## src/rtl/uart_rx_frame_if.sv

```systemverilog
// uart_rx_frame_if: one-entry valid/ready holding register carrying received bytes
interface uart_rx_frame_if;
    logic [7:0] data_out;
    logic       rx_valid;
    logic       rx_ready;
    modport master (output data_out, rx_valid, input rx_ready);
    modport slave  (input data_out, rx_valid, output rx_ready);
endinterface

```

## src/rtl/uart_rx_frame.sv

```systemverilog
// uart_rx_frame: 8-bit UART receiver with optional parity, glitch rejection and overrun/framing/parity flags
module uart_rx_frame #(
    parameter int BAUD_RATE  = 24,
    parameter bit PARITY_EN  = 1'b0,
    parameter bit PARITY_ODD = 1'b0
) (
    input  logic            clk,
    input  logic            srst,
    input  logic            rxd,
    uart_rx_frame_if.master rx,
    output logic            busy,
    output logic            frame_err,
    output logic            parity_err,
    output logic            overrun
);
    localparam int CW = $clog2(BAUD_RATE);
    localparam logic [CW-1:0] HALF = CW'(BAUD_RATE / 2 - 1);
    localparam logic [CW-1:0] LAST = CW'(BAUD_RATE - 1);
    typedef enum logic [2:0] {IDLE, START, DATA, PARITY, STOP, BREAK} state_t;
    state_t        state, state_nx;
    logic [1:0]    sync;
    logic          rxd_s, rxd_d, fall, stop_end, deliver;
    logic [CW-1:0] cnt, cnt_nx;
    logic [2:0]    bit_idx, bit_idx_nx;
    logic [7:0]    shreg, shreg_nx;
    logic          par_bad, par_bad_nx;
    assign rxd_s    = sync[1];
    assign fall     = rxd_d & ~rxd_s;
    assign busy     = state != IDLE;
    assign stop_end = state == STOP && cnt == LAST;
    assign deliver  = stop_end && rxd_s && !par_bad;
    always_comb begin
        state_nx   = state;
        cnt_nx     = cnt + 1'b1;
        bit_idx_nx = bit_idx;
        shreg_nx   = shreg;
        par_bad_nx = par_bad;
        case (state)
            IDLE: begin
                cnt_nx   = '0;
                state_nx = fall ? START : IDLE;
            end
            START: if (cnt == HALF) begin
                cnt_nx     = '0;
                bit_idx_nx = '0;
                par_bad_nx = 1'b0;
                state_nx   = rxd_s ? IDLE : DATA;
            end
            DATA: if (cnt == LAST) begin
                cnt_nx     = '0;
                shreg_nx   = {rxd_s, shreg[7:1]};
                bit_idx_nx = bit_idx + 1'b1;
                if (bit_idx == 3'd7) state_nx = PARITY_EN ? PARITY : STOP;
            end
            PARITY: if (cnt == LAST) begin
                cnt_nx     = '0;
                par_bad_nx = ^shreg ^ rxd_s ^ PARITY_ODD;
                state_nx   = STOP;
            end
            STOP: if (cnt == LAST) begin
                cnt_nx   = '0;
                state_nx = rxd_s ? IDLE : BREAK;
            end
            BREAK: begin
                cnt_nx   = '0;
                state_nx = rxd_s ? IDLE : BREAK;
            end
            default: state_nx = IDLE;
        endcase
    end
    always_ff @(posedge clk) begin
        if (srst) begin
            sync        <= 2'b11;
            rxd_d       <= 1'b1;
            state       <= IDLE;
            cnt         <= '0;
            bit_idx     <= '0;
            shreg       <= '0;
            par_bad     <= 1'b0;
            rx.data_out <= '0;
            rx.rx_valid <= 1'b0;
            frame_err   <= 1'b0;
            parity_err  <= 1'b0;
            overrun     <= 1'b0;
        end else begin
            sync       <= {sync[0], rxd};
            rxd_d      <= rxd_s;
            state      <= state_nx;
            cnt        <= cnt_nx;
            bit_idx    <= bit_idx_nx;
            shreg      <= shreg_nx;
            par_bad    <= par_bad_nx;
            frame_err  <= stop_end && !rxd_s;
            parity_err <= stop_end && rxd_s && par_bad;
            // a same-cycle handshake frees the holder, so the new byte may replace the old one
            if (deliver && (!rx.rx_valid || rx.rx_ready)) begin
                rx.data_out <= shreg;
                rx.rx_valid <= 1'b1;
            end else begin
                if (deliver) overrun <= 1'b1;
                if (rx.rx_valid && rx.rx_ready) rx.rx_valid <= 1'b0;
            end
        end
    end
endmodule

```

## src/flat_wrapper.sv

```systemverilog
// flat-port wrapper written by rule: the top's interface ports become plain ports
module uart_rx_frame_flat 
#(
    parameter int BAUD_RATE  = 24,
    parameter bit PARITY_EN  = 1'b0,
    parameter bit PARITY_ODD = 1'b0
)
  (clk, srst, rxd, busy, frame_err, parity_err, overrun, rx_data_out, rx_rx_valid, rx_rx_ready);
  uart_rx_frame_if rx_i ();
  input  logic clk;
  input  logic srst;
  input  logic rxd;
  output logic busy;
  output logic frame_err;
  output logic parity_err;
  output logic overrun;
  output wire logic [$bits(rx_i.data_out)-1:0] rx_data_out;
  output wire logic [$bits(rx_i.rx_valid)-1:0] rx_rx_valid;
  input wire logic [$bits(rx_i.rx_ready)-1:0] rx_rx_ready;
  assign rx_data_out = rx_i.data_out;
  assign rx_rx_valid = rx_i.rx_valid;
  assign rx_i.rx_ready = rx_rx_ready;
  uart_rx_frame #(.BAUD_RATE(BAUD_RATE), .PARITY_EN(PARITY_EN), .PARITY_ODD(PARITY_ODD)) u_core (.clk(clk), .srst(srst), .rxd(rxd), .rx(rx_i), .busy(busy), .frame_err(frame_err), .parity_err(parity_err), .overrun(overrun));
endmodule
```

## config.mk

```make
export PLATFORM = sky130hd
export DESIGN_NAME = uart_rx_frame_flat
export DESIGN_NICKNAME = d
export VERILOG_FILES = /design/src/rtl/uart_rx_frame_if.sv /design/src/rtl/uart_rx_frame.sv /design/src/flat_wrapper.sv
export SDC_FILE = /design/constraint.sdc
export NUM_CORES = 1
export LEC_CHECK = 0
export ABC_CLOCK_PERIOD_IN_PS = 2550
export CORE_MARGIN = 2
export CORE_UTILIZATION = 40
export CTS_CLUSTER_DIAMETER = 100
export DETAILED_ROUTE_END_ITERATION = 10
export DONT_BUFFER_PORTS = 1
export GPL_TIMING_DRIVEN = 0
export SLEW_MARGIN = 10
export SYNTH_ARGS = -nofsm -noshare
export SYNTH_HDL_FRONTEND = slang
export SYNTH_SLANG_ARGS = --single-unit
```

## constraint.sdc

```tcl
create_clock -name clk -period 2.55 [get_ports clk]
set_clock_uncertainty 0.2 [all_clocks]
set_input_delay 0.51 -clock clk [delete_from_list [all_inputs] [get_ports clk]]
set_output_delay 0.51 -clock clk [all_outputs]
set_load 0.02 [all_outputs]
```

==> reports/metrics.yaml <==
synth:
  synthTopCellsByArea: "dfxtp_1 (44%), mux2i_1 (5.7%), a21oi_1 (4.7%)"
  synth-edff-count: 0
  synth_seq_cells: 35
  synth-seq-area-share: 0.440
  syn-cell-area_mm2: 0.00159
  synth.distinct_cells: 37
  synthMostInstantiatedCell: "dfxtp_1"
  netlist_instances: 168
  synth_top_flop_cell: "dfxtp_1"
  synth_nets: 175
  synth_common_cells: "dfxtp_1 (35), nor2_1 (20), a21oi_1 (15), nand3_1 (14), nand2_1 (13)"
  ys_async_sr_fraction: 0
  syn_area_per_cell_um2: 9.47
  yosys_warnings: 0
  netlist.area_leader.share: 0.440
  synth_top_cell_by_area: "dfxtp_1"
timing:
  fin_crit_sh: 0.839
  worst_pin_slew_ns: 0.520
  slew_headroom: 0.652
  min_period_ns: 2.14
  drv_slew: 0
  finalSetupTns_ns: 0
  grt_setup_unrepaired: "no"
  finalSetupViolCount: 0
  setup_slack_ns: 0.410
  fmax_ghz: 0.467
  hold_violations: 0
global_route:
  grt_pass1_vias: 1080
  grt_antenna_before_repair: 0
  grt_pass1_wl_mm: 4.75
  grt-ovfl-total: 0
  grt.total_usage: 0.148
  grt_max_degree: 11
cts:
  cts_buffers: 5
  cts_tree: "built"
  clock_latency_ns: 0.28
  htreeDepth: 2
  postCtsSetupBuffers: 0
  cts_root_buf: "clkbuf_8"
  cts.sinks: 35
  cts_buffer_depth: 2
  cts.clk_slew.worst_paths_ns: 0.06
  cts_hold_buf: 0
  ctsResizeCount: 0
placed_design:
  place_ws_ns: 0.417
  dp.cells: 216
  post-dp-hpwl_mm: 2.06
  finalWeightedCongestion: 0.783
  io_buffers: 0
routing:
  viasPerCell: 5.18
  routed_wl_mm: 2.89
  detail-route-antenna-nets: 0
  drtIter0Drc: 49
  vias: 1149
  dr.pass1.iters: 5
  drc_errors: 0
  post_drt_wl_per_cell_um: 13.0
layout:
  antenna_cells: 0
  fin_cells: 222
  area_growth_pct: 8.33
  seqCellArea_um2: 701
  fillCellCount: 366
  final_layout_size_suffix_gt1_frac: 0.144
  multi_input_area_um2: 792
  fin_nets: 182
  post-route-util: 0.461
critical_path:
  rrSetupSlack_ns: 0.41
  max_stage_delay_ns: 0.43
  crit_arrival_ns: 2.09
  reg2reg_depth: 7
  start_kind: "flop"
  cp-end-kind: "flop"
  r2r_start: "u_core.cnt[0]"
  cp_slowest_cell: "nor3_4"
  worstReg2RegEnd: "u_core.rx.data_out[5]"
  crit_chain: "ha_1 -> and4b_1 -> buf_4 -> nand3_4 -> nor3_4 -> mux2i_1 -> nor2_1"
  critical_path_class: "flop to flop"
  crit_fanout: 8
  required_ns: 2.50
hold_path:
  hold_start: "srst"
  whs_path_depth: 1
  min_to: "u_core.par_bad"
  hp-class: "input pin to flop"
floorplanning:
  die_area_mm2: 0.00450
  die_y_um: 67.1
  start_util: 0.425
  die_w_um: 67.1
  core_area_mm2: 0.00374
  rows: 22
  num_io_pins: 17
pwr:
  p_int_w: 0.000743
  swShare: 0.204
  vdd_drop_max_uv: 279
  total_power_w: 0.000933
  clkPwrFrac: 0.379
  leakage_nw: 0.576
  p_switching_w: 0.000190
  p_seq_frac: 0.592
  pwr-share-comb: 0.029
  power_density_mw_per_mm2: 541
flow_run:
  drv_cap: 0
run_status:
  status: "finished clean"
## cells in the final DEF, fill, tap and decap left out
cell type and n:
nand3_1 14, buf_4 1, o21ai_0 2, or3b_2 1
ha_1 3, a21oi_1 15, or4_1 1, clkbuf_8 10
nand3_4 1, or2_2 4, nand2_1 13, nor3_4 1
a211oi_1 1, and4b_1 1, xor2_1 3, nor2b_1 1
or3_1 1, o21ba_2 1, o22ai_2 1, a31oi_1 2
nand2b_1 3, nor3_1 5, nor3b_2 1, nor3b_1 2
a2bb2oi_2 1, xnor2_1 8, mux2_2 1, nand4b_1 1
or2b_2 1, dfxtp_1 35, and4bb_4 1, o41ai_1 1
a221oi_1 1, nor2_1 20, clkbuf_1 4, inv_1 3
mux2i_1 9
## final cells by class
class,count,share of cell area
clock buffers,6,0.0421
plain buffers,9,0.0508
inverters,3,0.00653
flip-flops and latches,35,0.406
well taps,48,0.0348
multi-input cells,121,0.459
## metrics by stage
step	hold slack, ns	area [um2]
after global routing	0.121	1720
after global placement	0.194	1650
final	0.127	1720
after floorplan	0.189	1590
after detailed placement	0.197	1650
after CTS	0.121	1720
## sequential cells by signal, summed over array words and instances, names as in the netlist, 2 cells and up
name / count
u_core.cnt: 5
u_core.sync: 2
u_core.state: 3
u_core.rx.data_out: 8
u_core.bit_idx: 3
u_core.shreg: 8
## routing by layer
metal	vias up	GRT usage	part of all wire
met5	-	0	0
met1	537	0.168	0.45
met2	21	0.245	0.49
met4	0	0.0842	0.016
met3	5	0.0439	0.046
li1	586	-	-
## worst max path at each step
stage | endpoint | cells past startpoint | startpoint
finish | u_core.rx.data_out[5] | 7 | u_core.cnt[0]
global route | u_core.rx.data_out[1] | 7 | u_core.cnt[0]
CTS | u_core.rx.data_out[5] | 7 | u_core.cnt[0]
detailed placement | u_core.rx.data_out[1] | 7 | u_core.cnt[0]
global placement | u_core.rx.data_out[7] | 7 | u_core.cnt[0]
floorplan | u_core.rx.data_out[0] | 7 | u_core.cnt[0]
## critical path, delay by kind of cell (launching register included)
family / cells / cell delay [ns]
mux: 1 / 0.25
flops: 1 / 0.35
fa+ha+maj: 1 / 0.26
buf+inv: 1 / 0.15
simple gates: 4 / 0.79
## power by group through the flow
stage	Sequential (W)	Combinational [W]	Clock, W
after floorplan	0.000564	0.0000220	0
after global placement	0.000564	0.0000271	0
after CTS	0.000552	0.0000275	0.000366
final	0.000552	0.0000272	0.000354
after detailed placement	0.000564	0.0000275	0
after global routing	0.000552	0.0000300	0.000387
## logic make-up after synthesis
| family | Yosys count | share of synthesized area |
|---|---|---|
| AND/OR/NAND/NOR | 72 | 0.249 |
| flip-flops | 35 | 0.440 |
| AO/OA/AOI/OAI | 25 | 0.101 |
| buffers and inverters | 12 | 0.0621 |
| XOR/XNOR | 11 | 0.0605 |
| multiplexers | 10 | 0.0637 |
| adder cells (fa/ha/maj) | 3 | 0.0236 |
No activity file was read; power rests on OpenSTA's default activity.
